==> src/rtl/dmem_arb_pkg.sv <==
// rtl/dmem_arb_pkg.sv - shared types and constants for the data-memory arbiter
//
// Purpose: requester count, arbiter state encoding and the request record
//          that the arbiter muxes from the winning requester.
// Ports:   none (package).

package dmem_arb_pkg;

   localparam int NUM_REQ = 2;
   localparam int DMEM_DW = 32;

   typedef enum logic [1:0] {
      ARB_IDLE,
      ARB_LOCK0,
      ARB_LOCK1
   } arb_state_t;

   typedef struct packed {
      logic               we;
      logic               byte_op;
      logic [DMEM_DW-1:0] addr;
      logic [DMEM_DW-1:0] wd;
   } dmem_req_t;

endpackage

==> src/rtl/dmem_arbiter_if.sv <==
// rtl/dmem_arbiter_if.sv - requester and memory-port bundle of the data-memory arbiter
//
// Purpose: groups both requester channels, the shared response channel and the
//          memory port so the arbiter and its environment connect through one handle.
// Ports (signals):
//   req_i/lock_i/we_i/byte_op_i [1:0]   per-requester request fields
//   addr_i/wd_i [1:0][DW-1:0]           per-requester address / write data
//   gnt_o/rvalid_o/err_o [1:0]          grant and registered response
//   rd_o [DW-1:0]                       shared registered read data
//   mem_we_o/mem_byte_op_o/mem_addr_o/mem_wd_o  memory request, mem_rd_i read data
// Modports: slave = arbiter side, master = requesters + memory side.

interface dmem_arbiter_if #(
   parameter int DATA_WIDTH = 32
);
   logic [1:0]                 req_i;
   logic [1:0]                 lock_i;
   logic [1:0]                 we_i;
   logic [1:0]                 byte_op_i;
   logic [1:0][DATA_WIDTH-1:0] addr_i;
   logic [1:0][DATA_WIDTH-1:0] wd_i;
   logic [1:0]                 gnt_o;
   logic [1:0]                 rvalid_o;
   logic [1:0]                 err_o;
   logic [DATA_WIDTH-1:0]      rd_o;
   logic                       mem_we_o;
   logic                       mem_byte_op_o;
   logic [DATA_WIDTH-1:0]      mem_addr_o;
   logic [DATA_WIDTH-1:0]      mem_wd_o;
   logic [DATA_WIDTH-1:0]      mem_rd_i;

   modport slave (
      input  req_i, lock_i, we_i, byte_op_i, addr_i, wd_i, mem_rd_i,
      output gnt_o, rvalid_o, err_o, rd_o,
      output mem_we_o, mem_byte_op_o, mem_addr_o, mem_wd_o
   );

   modport master (
      output req_i, lock_i, we_i, byte_op_i, addr_i, wd_i, mem_rd_i,
      input  gnt_o, rvalid_o, err_o, rd_o,
      input  mem_we_o, mem_byte_op_o, mem_addr_o, mem_wd_o
   );
endinterface

==> src/rtl/dmem_addr_check.sv <==
// rtl/dmem_addr_check.sv - range and alignment check of one memory access
//
// Purpose: flags an access that falls outside [START_ADDRESS, END_ADDRESS]
//          or is a misaligned word access. Purely combinational.
// Ports:
//   addr     in  DATA_WIDTH  byte address of the access
//   byte_op  in  1           1 = byte access, 0 = word access
//   illegal  out 1           access must not reach memory

module dmem_addr_check #(
   parameter int                    DATA_WIDTH    = 32,
   parameter logic [DATA_WIDTH-1:0] START_ADDRESS = 'h10000,
   parameter logic [DATA_WIDTH-1:0] END_ADDRESS   = 'h1FFFF
) (
   input  logic [DATA_WIDTH-1:0] addr,
   input  logic                  byte_op,
   output logic                  illegal
);

   // Last byte touched, one bit wider so an access near the top of the
   // address space cannot wrap around and look legal.
   logic [DATA_WIDTH:0] last_byte;

   assign last_byte = {1'b0, addr} + (byte_op ? (DATA_WIDTH+1)'(0) : (DATA_WIDTH+1)'(3));

   assign illegal = (addr < START_ADDRESS)
                 || (last_byte > {1'b0, END_ADDRESS})
                 || (!byte_op && (addr[1:0] != 2'b00));

endmodule

==> src/rtl/dmem_arbiter.sv <==
// rtl/dmem_arbiter.sv - two-requester arbiter/sequencer for the data memory port
//
// Purpose: grants one access per cycle (round-robin on ties, bounded locked
//          bursts), checks legality, suppresses illegal writes and returns a
//          registered response one cycle after each transfer.
// Ports:
//   clk_i   in  1   clock
//   rst_ni  in  1   asynchronous active-low reset
//   bus     slave   requester channels, response channel and memory port

module dmem_arbiter
   import dmem_arb_pkg::*;
#(
   parameter int                    DATA_WIDTH    = DMEM_DW,
   parameter logic [DATA_WIDTH-1:0] START_ADDRESS = 'h10000,
   parameter logic [DATA_WIDTH-1:0] END_ADDRESS   = 'h1FFFF,
   parameter int                    MAX_BURST     = 8
) (
   input  logic           clk_i,
   input  logic           rst_ni,
   dmem_arbiter_if.slave  bus
);

   localparam int CNT_W = $clog2(MAX_BURST + 1);

   arb_state_t            state_q, state_d;
   logic [CNT_W-1:0]      burst_cnt_q, burst_cnt_d;
   logic                  last_winner_q, last_winner_d;

   logic [NUM_REQ-1:0]    gnt;
   logic                  transfer;
   logic                  winner;
   logic                  owner;
   dmem_req_t             sel_req;
   logic                  illegal;

   logic [NUM_REQ-1:0]    rvalid_q, err_q;
   logic [DATA_WIDTH-1:0] rd_q;

   // Grant depends only on requests and registered state, never on mem_rd_i.
   always_comb begin
      gnt = '0;
      case (state_q)
         ARB_IDLE: begin
            if (bus.req_i == 2'b11) gnt = last_winner_q ? 2'b01 : 2'b10;
            else                    gnt = bus.req_i;
         end
         ARB_LOCK0: gnt = {1'b0, bus.req_i[0]};
         ARB_LOCK1: gnt = {bus.req_i[1], 1'b0};
         default:   gnt = '0;
      endcase
   end

   assign transfer = |gnt;
   assign winner   = gnt[1];
   assign owner    = (state_q == ARB_LOCK1);

   // Without a grant the muxed request is all zero, which also zeroes mem_*.
   always_comb begin
      sel_req = '0;
      if (transfer) begin
         sel_req.we      = bus.we_i[winner];
         sel_req.byte_op = bus.byte_op_i[winner];
         sel_req.addr    = bus.addr_i[winner];
         sel_req.wd      = bus.wd_i[winner];
      end
   end

   dmem_addr_check #(
      .DATA_WIDTH    (DATA_WIDTH),
      .START_ADDRESS (START_ADDRESS),
      .END_ADDRESS   (END_ADDRESS)
   ) u_addr_check (
      .addr    (sel_req.addr),
      .byte_op (sel_req.byte_op),
      .illegal (illegal)
   );

   assign bus.mem_we_o      = sel_req.we & ~illegal;
   assign bus.mem_byte_op_o = sel_req.byte_op;
   assign bus.mem_addr_o    = sel_req.addr;
   assign bus.mem_wd_o      = sel_req.wd;

   always_comb begin
      state_d       = state_q;
      burst_cnt_d   = burst_cnt_q;
      last_winner_d = transfer ? winner : last_winner_q;
      case (state_q)
         ARB_IDLE: begin
            // A single-grant cap means the first transfer already exhausts the burst.
            if (transfer && bus.lock_i[winner] && (MAX_BURST > 1)) begin
               state_d     = winner ? ARB_LOCK1 : ARB_LOCK0;
               burst_cnt_d = CNT_W'(1);
            end
         end
         ARB_LOCK0, ARB_LOCK1: begin
            if (!bus.lock_i[owner]) begin
               state_d     = ARB_IDLE;
               burst_cnt_d = '0;
            end else if (transfer) begin
               if (burst_cnt_q == CNT_W'(MAX_BURST - 1)) begin
                  state_d     = ARB_IDLE;
                  burst_cnt_d = '0;
               end else begin
                  burst_cnt_d = burst_cnt_q + CNT_W'(1);
               end
            end
         end
         default: begin
            state_d     = ARB_IDLE;
            burst_cnt_d = '0;
         end
      endcase
   end

   always_ff @(posedge clk_i or negedge rst_ni) begin
      if (!rst_ni) begin
         state_q       <= ARB_IDLE;
         burst_cnt_q   <= '0;
         last_winner_q <= 1'b1;
      end else begin
         state_q       <= state_d;
         burst_cnt_q   <= burst_cnt_d;
         last_winner_q <= last_winner_d;
      end
   end

   always_ff @(posedge clk_i or negedge rst_ni) begin
      if (!rst_ni) begin
         rvalid_q <= '0;
         err_q    <= '0;
         rd_q     <= '0;
      end else begin
         rvalid_q <= gnt;
         err_q    <= illegal ? gnt : '0;
         rd_q     <= (transfer && !sel_req.we && !illegal) ? bus.mem_rd_i : '0;
      end
   end

   assign bus.gnt_o    = gnt;
   assign bus.rvalid_o = rvalid_q;
   assign bus.err_o    = err_q;
   assign bus.rd_o     = rd_q;

endmodule

==> src/flat_wrapper.sv <==
// flat-port wrapper written by rule: the top's interface ports become plain ports
module dmem_arbiter_flat import dmem_arb_pkg::*;
#(
   parameter int                    DATA_WIDTH    = DMEM_DW,
   parameter logic [DATA_WIDTH-1:0] START_ADDRESS = 'h10000,
   parameter logic [DATA_WIDTH-1:0] END_ADDRESS   = 'h1FFFF,
   parameter int                    MAX_BURST     = 8
)
  (clk_i, rst_ni, bus_req_i, bus_lock_i, bus_we_i, bus_byte_op_i, bus_addr_i, bus_wd_i, bus_mem_rd_i, bus_gnt_o, bus_rvalid_o, bus_err_o, bus_rd_o, bus_mem_we_o, bus_mem_byte_op_o, bus_mem_addr_o, bus_mem_wd_o);
  dmem_arbiter_if #(.DATA_WIDTH(DATA_WIDTH)) bus_i ();
  input  logic clk_i;
  input  logic rst_ni;
  input wire logic [$bits(bus_i.req_i)-1:0] bus_req_i;
  input wire logic [$bits(bus_i.lock_i)-1:0] bus_lock_i;
  input wire logic [$bits(bus_i.we_i)-1:0] bus_we_i;
  input wire logic [$bits(bus_i.byte_op_i)-1:0] bus_byte_op_i;
  input wire logic [$bits(bus_i.addr_i)-1:0] bus_addr_i;
  input wire logic [$bits(bus_i.wd_i)-1:0] bus_wd_i;
  input wire logic [$bits(bus_i.mem_rd_i)-1:0] bus_mem_rd_i;
  output wire logic [$bits(bus_i.gnt_o)-1:0] bus_gnt_o;
  output wire logic [$bits(bus_i.rvalid_o)-1:0] bus_rvalid_o;
  output wire logic [$bits(bus_i.err_o)-1:0] bus_err_o;
  output wire logic [$bits(bus_i.rd_o)-1:0] bus_rd_o;
  output wire logic [$bits(bus_i.mem_we_o)-1:0] bus_mem_we_o;
  output wire logic [$bits(bus_i.mem_byte_op_o)-1:0] bus_mem_byte_op_o;
  output wire logic [$bits(bus_i.mem_addr_o)-1:0] bus_mem_addr_o;
  output wire logic [$bits(bus_i.mem_wd_o)-1:0] bus_mem_wd_o;
  assign bus_i.req_i = bus_req_i;
  assign bus_i.lock_i = bus_lock_i;
  assign bus_i.we_i = bus_we_i;
  assign bus_i.byte_op_i = bus_byte_op_i;
  assign bus_i.addr_i = bus_addr_i;
  assign bus_i.wd_i = bus_wd_i;
  assign bus_i.mem_rd_i = bus_mem_rd_i;
  assign bus_gnt_o = bus_i.gnt_o;
  assign bus_rvalid_o = bus_i.rvalid_o;
  assign bus_err_o = bus_i.err_o;
  assign bus_rd_o = bus_i.rd_o;
  assign bus_mem_we_o = bus_i.mem_we_o;
  assign bus_mem_byte_op_o = bus_i.mem_byte_op_o;
  assign bus_mem_addr_o = bus_i.mem_addr_o;
  assign bus_mem_wd_o = bus_i.mem_wd_o;
  dmem_arbiter #(.DATA_WIDTH(DATA_WIDTH), .START_ADDRESS(START_ADDRESS), .END_ADDRESS(END_ADDRESS), .MAX_BURST(MAX_BURST)) u_core (.clk_i(clk_i), .rst_ni(rst_ni), .bus(bus_i));
endmodule
==> config.mk <==
export PLATFORM = sky130hd
export DESIGN_NAME = dmem_arbiter_flat
export DESIGN_NICKNAME = d
export VERILOG_FILES = /design/src/rtl/dmem_arb_pkg.sv /design/src/rtl/dmem_arbiter_if.sv /design/src/rtl/dmem_addr_check.sv /design/src/rtl/dmem_arbiter.sv /design/src/flat_wrapper.sv
export SDC_FILE = /design/constraint.sdc
export NUM_CORES = 1
export LEC_CHECK = 0
export CAP_MARGIN = 10
export CORE_ASPECT_RATIO = 0.5
export CORE_MARGIN = 1
export CORE_UTILIZATION = 39
export DETAILED_ROUTE_END_ITERATION = 7
export MAX_ROUTING_LAYER = met4
export PLACE_DENSITY = 0.9
export SETUP_SLACK_MARGIN = 0.05
export SYNTH_ARGS = -nofsm -noshare
export SYNTH_HDL_FRONTEND = slang
export SYNTH_SLANG_ARGS = --single-unit
==> constraint.sdc <==
create_clock -name clk_i -period 22.6 [get_ports clk_i]
set_input_delay 4.52 -clock clk_i [delete_from_list [all_inputs] [get_ports clk_i]]
set_output_delay 4.52 -clock clk_i [all_outputs]
set_load 0.005 [all_outputs]
==> out/metrics.cfg, run 1 <==
[critical_path]
cp-end-kind = output port
cp.required_ns = 18.08
crit_path_start_kind = input pin
crit_fanout = 69
critPathKind = in -> out
crit_slowest_cell = inv_2
crit_buf_inv = 4
crit_family = buffers and inverters
cp.arrival_ns = 10.22
crit_top_cell = clkdlybuf4s50_1
reg2reg_slack_ns = 16.28
path_cells = clkdlybuf4s50_1 -> nand2b_4 -> or3_4 -> inv_2 -> nand3_1 -> nand2_1 -> ha_1 -> inv_1 -> fa_1 -> o41a_1 -> a2111oi_2 -> xor2_1 -> a21o_1 -> nor4_1 -> and3_1 -> clkdlybuf4s50_1
cpPeakStageDelay_ns = 0.85

[drt]
drt-initial-drc-count = 539
wl_per_cell_um = 18.4
vias = 5040
via_per_inst = 5.48
first_pass_iters = 5
ant_nets = 0
wl_um = 16900
drc = 0

[power]
vdd_drop_max_mv = 0.0620
power.density_nw_per_um2 = 80.1
p_leak_uw = 0.00292

[synthesis]
synth.distinct_cells = 58
synth_top_area_share_pct = 27.3
syn_nets = 716
synth_seq_cells = 43
synth-compound-area-share_pct = 15.5
synth-simple-area-share_pct = 40.5
ys.flop_type = dfrtp_1
yosysMostFrequentCell = nand2_1
synthAdderAreaFrac_pct = 3.11
synth_xor_area_share_pct = 1.36
synth_top_family_by_area = simple AND/OR/NAND/NOR gates
synthTopCellsByCount = nand2_1, nand3_1, inv_1
yosys.area.top_type = dfrtp_1
synthCells = 537
synth_edf_count = 0
synthMuxAreaShare_pct = 1.59
synthesis.area_sq_um = 3860
synthTopCellsByArea = dfrtp_1, nand2_1, nor3_2
async_reset_ff_share_pct = 100
yosysSeqAreaShare_pct = 27.9
ys_warn_count = 0
avgSynthCellArea_sq_um = 7.18

[clock_tree]
clock_path_buffers = 2
clkLatencyLatePin_ns = 0.29
cts_buffers = 5
cts_resized = 0
clk_pin_slew_ns = 0.07
cts_max_level = 2
clock_sinks = 43
cts_tree = yes
postCtsSetupBuffers = 0
postCtsHoldBufs = 0
clock_tree.root_cell = clkbuf_16

[place]
globalplace.congestion = 0.963
io_buffers = 273
hpwl_um = 13400
dp.cells = 911

[grt]
grt_max_degree = 79
antenna_found_initial = 0
grtUsageTotal_pct = 32.9
grt_remaining_overflow = 0
grt_pass1_wl_um = 25000
grt_pass1_vias = 4593

[floorplan]
core_sq_um = 9510
dieHeight_um = 72.3
start_util_pct = 40.6
die_area_sq_um = 10300
io_pins = 274
rows = 25
die_x_um = 143

[layout]
fin_util_pct = 71.1
fill_cells = 747
syn2layout_area_growth_pct = 75.3
layout.nets = 962
diodes = 0
drive_gt1_share_pct = 6.89
fin_cells = 919

[sta]
skew_ns = 0.00943
clock.fmax_mhz = 67.9
worst_pin_slew_ns = 1.16
drv_slew = 0
hold_viol_final = 0
finalSetupViolCount = 0
timing.hold.ws_ns = 0.490
rsz0062_at_grt = false
maxSlewHeadroom_pct = 22.2
fin_crit_ns = 14.74
fin_tns_setup_ns = 0
fin_crit_sh_pct = 65.2

[hold_path]
hp-class = reg -> reg

[job]
maxCapViolations = 0

[status]
outcome = complete, no violations

==> sequential cells by signal (all words and copies together), names as in the netlist <==
name and flops:
u_core.burst_cnt_q 4, u_core.last_winner_q 1, u_core.bus.rd_o 32, u_core.bus.err_o 2, u_core.state_q 2, u_core.bus.rvalid_o 2
==> worst min-delay path, delay by kind of cell, from the launching register on <==
family / cells / cell delay [ns]
flip-flops: 1 / 0.39
AND/OR/NAND/NOR: 2 / 0.11
==> logic make-up (layout without fill, tap and decap cells) <==
logic type | after synthesis | in the layout
fa+ha+maj | 9 | 9
flops | 43 | 43
xor+xnor | 6 | 6
simple gates | 296 | 296
compound gates | 82 | 82
buf+inv | 95 | 342
mux | 6 | 6
==> metal layers <==
metal,routed length [um],vias up,track usage (%)
met5,0,-,-
met3,1520,38,4.95
met1,7240,2347,44.1
met4,316,0,9.20
li1,-,2357,-
met2,7860,298,51.7
==> worst paths after layout <==
path | start | endpoint | cells after the start
worst max register to register | u_core.state_q[0]$_DFFE_PN0P_ | u_core.bus.rd_o[31]$_DFF_PN0_ | 15
worst min register to register | u_core.last_winner_q$_DFFE_PN1P_ | u_core.last_winner_q$_DFFE_PN1P_ | 2
worst min-delay path | u_core.last_winner_q$_DFFE_PN1P_ | u_core.last_winner_q$_DFFE_PN1P_ | 2
worst max-delay path | bus_req_i[0] | bus_mem_we_o | 16
min in group asynchronous | rst_ni | u_core.state_q[1]$_DFFE_PN0P_ | 1
max in group asynchronous | rst_ni | u_core.bus.rd_o[31]$_DFF_PN0_ | 1
==> cells in the final DEF (no fill, tap or decap), types with 2 or more instances in the layout <==
cell / instances
a21o_1: 3
a21oi_1: 15
a221o_1: 2
a22o_1: 3
a22oi_1: 2
a31oi_1: 2
and2_1: 3
and3_1: 8
and4_1: 3
buf_4: 3
clkbuf_16: 5
clkdlybuf4s50_1: 272
dfrtp_1: 42
ha_1: 8
inv_1: 56
inv_2: 2
mux2i_1: 5
nand2_1: 133
nand3_1: 59
nand4_1: 18
nor2_1: 10
nor3_1: 10
nor3_2: 30
nor4_1: 8
o2111ai_1: 8
o211ai_1: 7
o21a_1: 3
o21ai_0: 9
o31ai_1: 12
o41a_1: 2
o41ai_1: 4
or4_1: 2
xnor2_1: 4
xor2_1: 2
==> final cells by class <==
type / instances / area (sq um) / area share, %
repair buffers: 276 / 2750 / 40.7
flip-flops and latches: 43 / 1080 / 15.9
well taps: 135 / 169 / 2.50
inverters: 58 / 218 / 3.22
multi-input cells: 399 / 2410 / 35.6
clock inverters: 2 / 12.5 / 0.185
clock buffers: 6 / 129 / 1.91
==> per-stage QoR <==
step | worst slack (ns) | total power (uW) | cell area (sq um)
global route | 7.61 | 576 | 6760
floorplan | 8.95 | 287 | 3860
finish | 7.86 | 542 | 6760
global placement | 8.04 | 464 | 6620
detailed placement | 7.96 | 466 | 6620
CTS | 7.95 | 539 | 6760
==> power breakdown <==
part	internal, uW	switching [uW]	total [uW]	leakage, uW
clock network	40.8	29.5	70.3	0.0000669
registers	88.3	6.37	94.6	0.000588
logic	172	205	377	0.00226
Note: power is estimated with default switching activity, not from simulation.
==> inputs of run 2 (changes only) <==
--- a/config.mk
+++ b/config.mk
@@ -8,10 +8,10 @@
 export CAP_MARGIN = 10
 export CORE_ASPECT_RATIO = 0.5
 export CORE_MARGIN = 1
-export CORE_UTILIZATION = 39
+export CORE_UTILIZATION = 32
 export DETAILED_ROUTE_END_ITERATION = 7
 export MAX_ROUTING_LAYER = met4
-export PLACE_DENSITY = 0.9
+export PLACE_DENSITY = 0.79
 export SETUP_SLACK_MARGIN = 0.05
 export SYNTH_ARGS = -nofsm -noshare
 export SYNTH_HDL_FRONTEND = slang
==> constraint.sdc (replaced) <==
create_clock -name clk_i -period 12.3 [get_ports clk_i]
set_input_delay 2.46 -clock clk_i [delete_from_list [all_inputs] [get_ports clk_i]]
set_output_delay 2.46 -clock clk_i [all_outputs]
set_load 0.005 [all_outputs]
==> out/metrics.cfg, run 2 (synthesis results as in run 1) <==
[sta]
hold_viol_final = 0  ; unchanged
finalSetupViolCount = 0  ; unchanged
drv_slew = 0  ; unchanged
skew_ns = 0.00692  ; -0.00251 ns
rsz0062_at_grt = false
clock.fmax_mhz = 97.0
fin_tns_setup_ns = 0  ; unchanged
worst_pin_slew_ns = 1.06  ; -0.109 ns
timing.hold.ws_ns = 0.468  ; -0.0225 ns
setup_slack_ns = 1.99  ; -5.87 ns
maxSlewHeadroom_pct = 29.6  ; +7.4 points
fin_crit_sh_pct = 83.8
fin_crit_ns = 10.31

[drt]
via_per_inst = 5.15  ; -6.0%
first_pass_iters = 6  ; +1
wl_um = 15700  ; -7.0%
ant_nets = 0  ; unchanged
drc = 0  ; unchanged
drt-initial-drc-count = 371  ; -31%
wl_per_cell_um = 16.6  ; -9.6%
vias = 4875  ; -3.3%

[grt]
grt_pass1_vias = 4671  ; +1.7%
antenna_found_initial = 0  ; unchanged
grt_remaining_overflow = 0  ; unchanged
grt_use_met2_pct = 43.1  ; -8.6 points
grt_util_met3_pct = 5.21  ; +0.26 points
top_usage_layer = met2
grt_max_degree = 75  ; -5.1%
gr-usage-met1_pct = 30.9  ; -13 points
grtUsageTotal_pct = 25.4  ; -7.4 points
grt_pass1_wl_um = 24500  ; -2.0%

[critical_path]
crit_path_start_kind = input pin
reg2regPathDepth = 17  ; +2
r2r_end = u_core.bus.rd_o[31]$_DFF_PN0_
cp.required_ns = 9.84  ; -8.24 ns
reg2reg_slack_ns = 6.40  ; -9.88 ns
critPathKind = in -> out
cp-end-kind = output port
timing.rr.start = u_core.state_q[0]$_DFFE_PN0P_
crit_fanout = 73  ; +5.8%
cp.arrival_ns = 7.85  ; -2.37 ns

[layout]
multi_input_area_sq_um = 2410  ; unchanged
fin_util_pct = 60.2  ; -11 points
drive_gt1_share_pct = 7.37  ; +0.48 points
diodes = 0  ; unchanged
fin_cells = 946  ; +2.9%
final_common_cell = clkdlybuf4s50_1
seq_area_sq_um = 1080  ; unchanged
most-common-layout-cells = clkdlybuf4s50_1, nand2_1, nand3_1
fill_cells = 1033  ; +38%
largest_reg_flops = 32  ; unchanged
syn2layout_area_growth_pct = 77.2
layout.nets = 965  ; +0.31%

[floorplan]
die_area_sq_um = 12500  ; +21%
core_sq_um = 11400  ; +19%
io_pins = 274  ; unchanged
die_x_um = 157  ; +10%
dieHeight_um = 79.6  ; +10%
start_util_pct = 34.0  ; -6.6 points
rows = 27  ; +8.0%

[place]
dp.cells = 938  ; +3.0%
hpwl_um = 12300  ; -7.8%
place_ws_ns = 2.08  ; -5.88 ns
io_buffers = 273  ; unchanged
globalplace.congestion = 0.974  ; +1.1%

[power]
power.density_nw_per_um2 = 146  ; +82%
vdd_drop_max_mv = 0.0679  ; +9.6%
p_leak_uw = 0.00294  ; +0.83%

[clock_tree]
clkLatencyLatePin_ns = 0.28  ; about the same
cts_buffers = 5  ; unchanged
postCtsHoldBufs = 0  ; unchanged
clk_pin_slew_ns = 0.06  ; about the same
clock_path_buffers = 2  ; unchanged
cts_resized = 0  ; unchanged
clock_sinks = 43  ; unchanged
cts_tree = yes
clock_tree.root_cell = clkbuf_16
cts_max_level = 2  ; unchanged
postCtsSetupBuffers = 0  ; unchanged

[hold_path]
min_to = u_core.last_winner_q$_DFFE_PN1P_
hp-class = reg -> reg
holdCritStartpoint = u_core.last_winner_q$_DFFE_PN1P_
hold-path-cell-count = 2  ; unchanged

[job]
maxCapViolations = 0  ; unchanged

[status]
outcome = complete, no violations

==> run 2: cell count changes in the layout (fill, tap and decap cells not counted), sizes merged <==
cell and delta:
clkbuf +1, clkinv -1, buf +3
==> run 2: critical path: stages <==
cell and delay [ns]:
clkdlybuf4s50_1 0.54, a21boi_1 0.09, buf_4 0.20, o21ai_4 0.14, buf_4 0.60, nand3_1 0.14, nand2_1 0.13, ha_1 0.17
inv_1 0.05, fa_1 0.39, o41a_1 0.49, a2111oi_2 0.81, xor2_1 0.15, a21o_1 0.23, nor4_1 0.50, and3_1 0.24
clkdlybuf4s50_1 0.51
==> run 2: worst max-delay path by stage <==
stage,startpoint,end,slack (ns),cells past startpoint
6_report,bus_req_i[0],bus_mem_we_o,1.99,17
5_1_grt,bus_req_i[0],bus_mem_we_o,1.68,17
4_1_cts,bus_req_i[0],bus_mem_we_o,2.02,17
3_5_place_dp,bus_req_i[0],bus_mem_we_o,2.08,17
3_3_place_gp,bus_req_i[0],bus_mem_we_o,2.17,17
2_1_floorplan,bus_req_i[0],bus_mem_we_o,2.77,20
==> run 2: stage by stage <==
| stage | total power, uW | area (sq um) |
|---|---|---|
| after global routing | 1070 | 6830 |
| after detailed placement | 859 | 6670 |
| after floorplan | 527 | 3860 |
| final | 997 | 6830 |
| after CTS | 1000 | 6830 |
| after global placement | 858 | 6670 |
==> run 2: cell type report <==
| class | instances | share of cell area, % |
|---|---|---|
| clock buffers | 7 | 2.23 |
| clock inverters | 1 | 0.110 |
| inverters | 58 | 3.19 |
| multi-input cells | 399 | 35.2 |
| flip-flops and latches | 43 | 15.8 |
| well taps | 159 | 2.91 |
| repair buffers | 279 | 40.6 |
==> run 2: power by group <==
group	leakage, uW	switching [uW]	total, uW	internal, uW
registers	0.000588	10.2	172	162
clock network	0.0000761	52.0	138	86.3
logic	0.00228	367	686	319
total	0.00294	429	997	568
==> run 2: layer usage <==
| metal | share of wire (%) | up-vias | wire length [um] |
|---|---|---|---|
| met1 | 42 | 2243 | 6550 |
| met2 | 49 | 238 | 7650 |
| met4 | 2.0 | 0 | 311 |
| li1 | - | 2365 | - |
| met5 | 0 | - | 0 |
| met3 | 7.8 | 29 | 1230 |
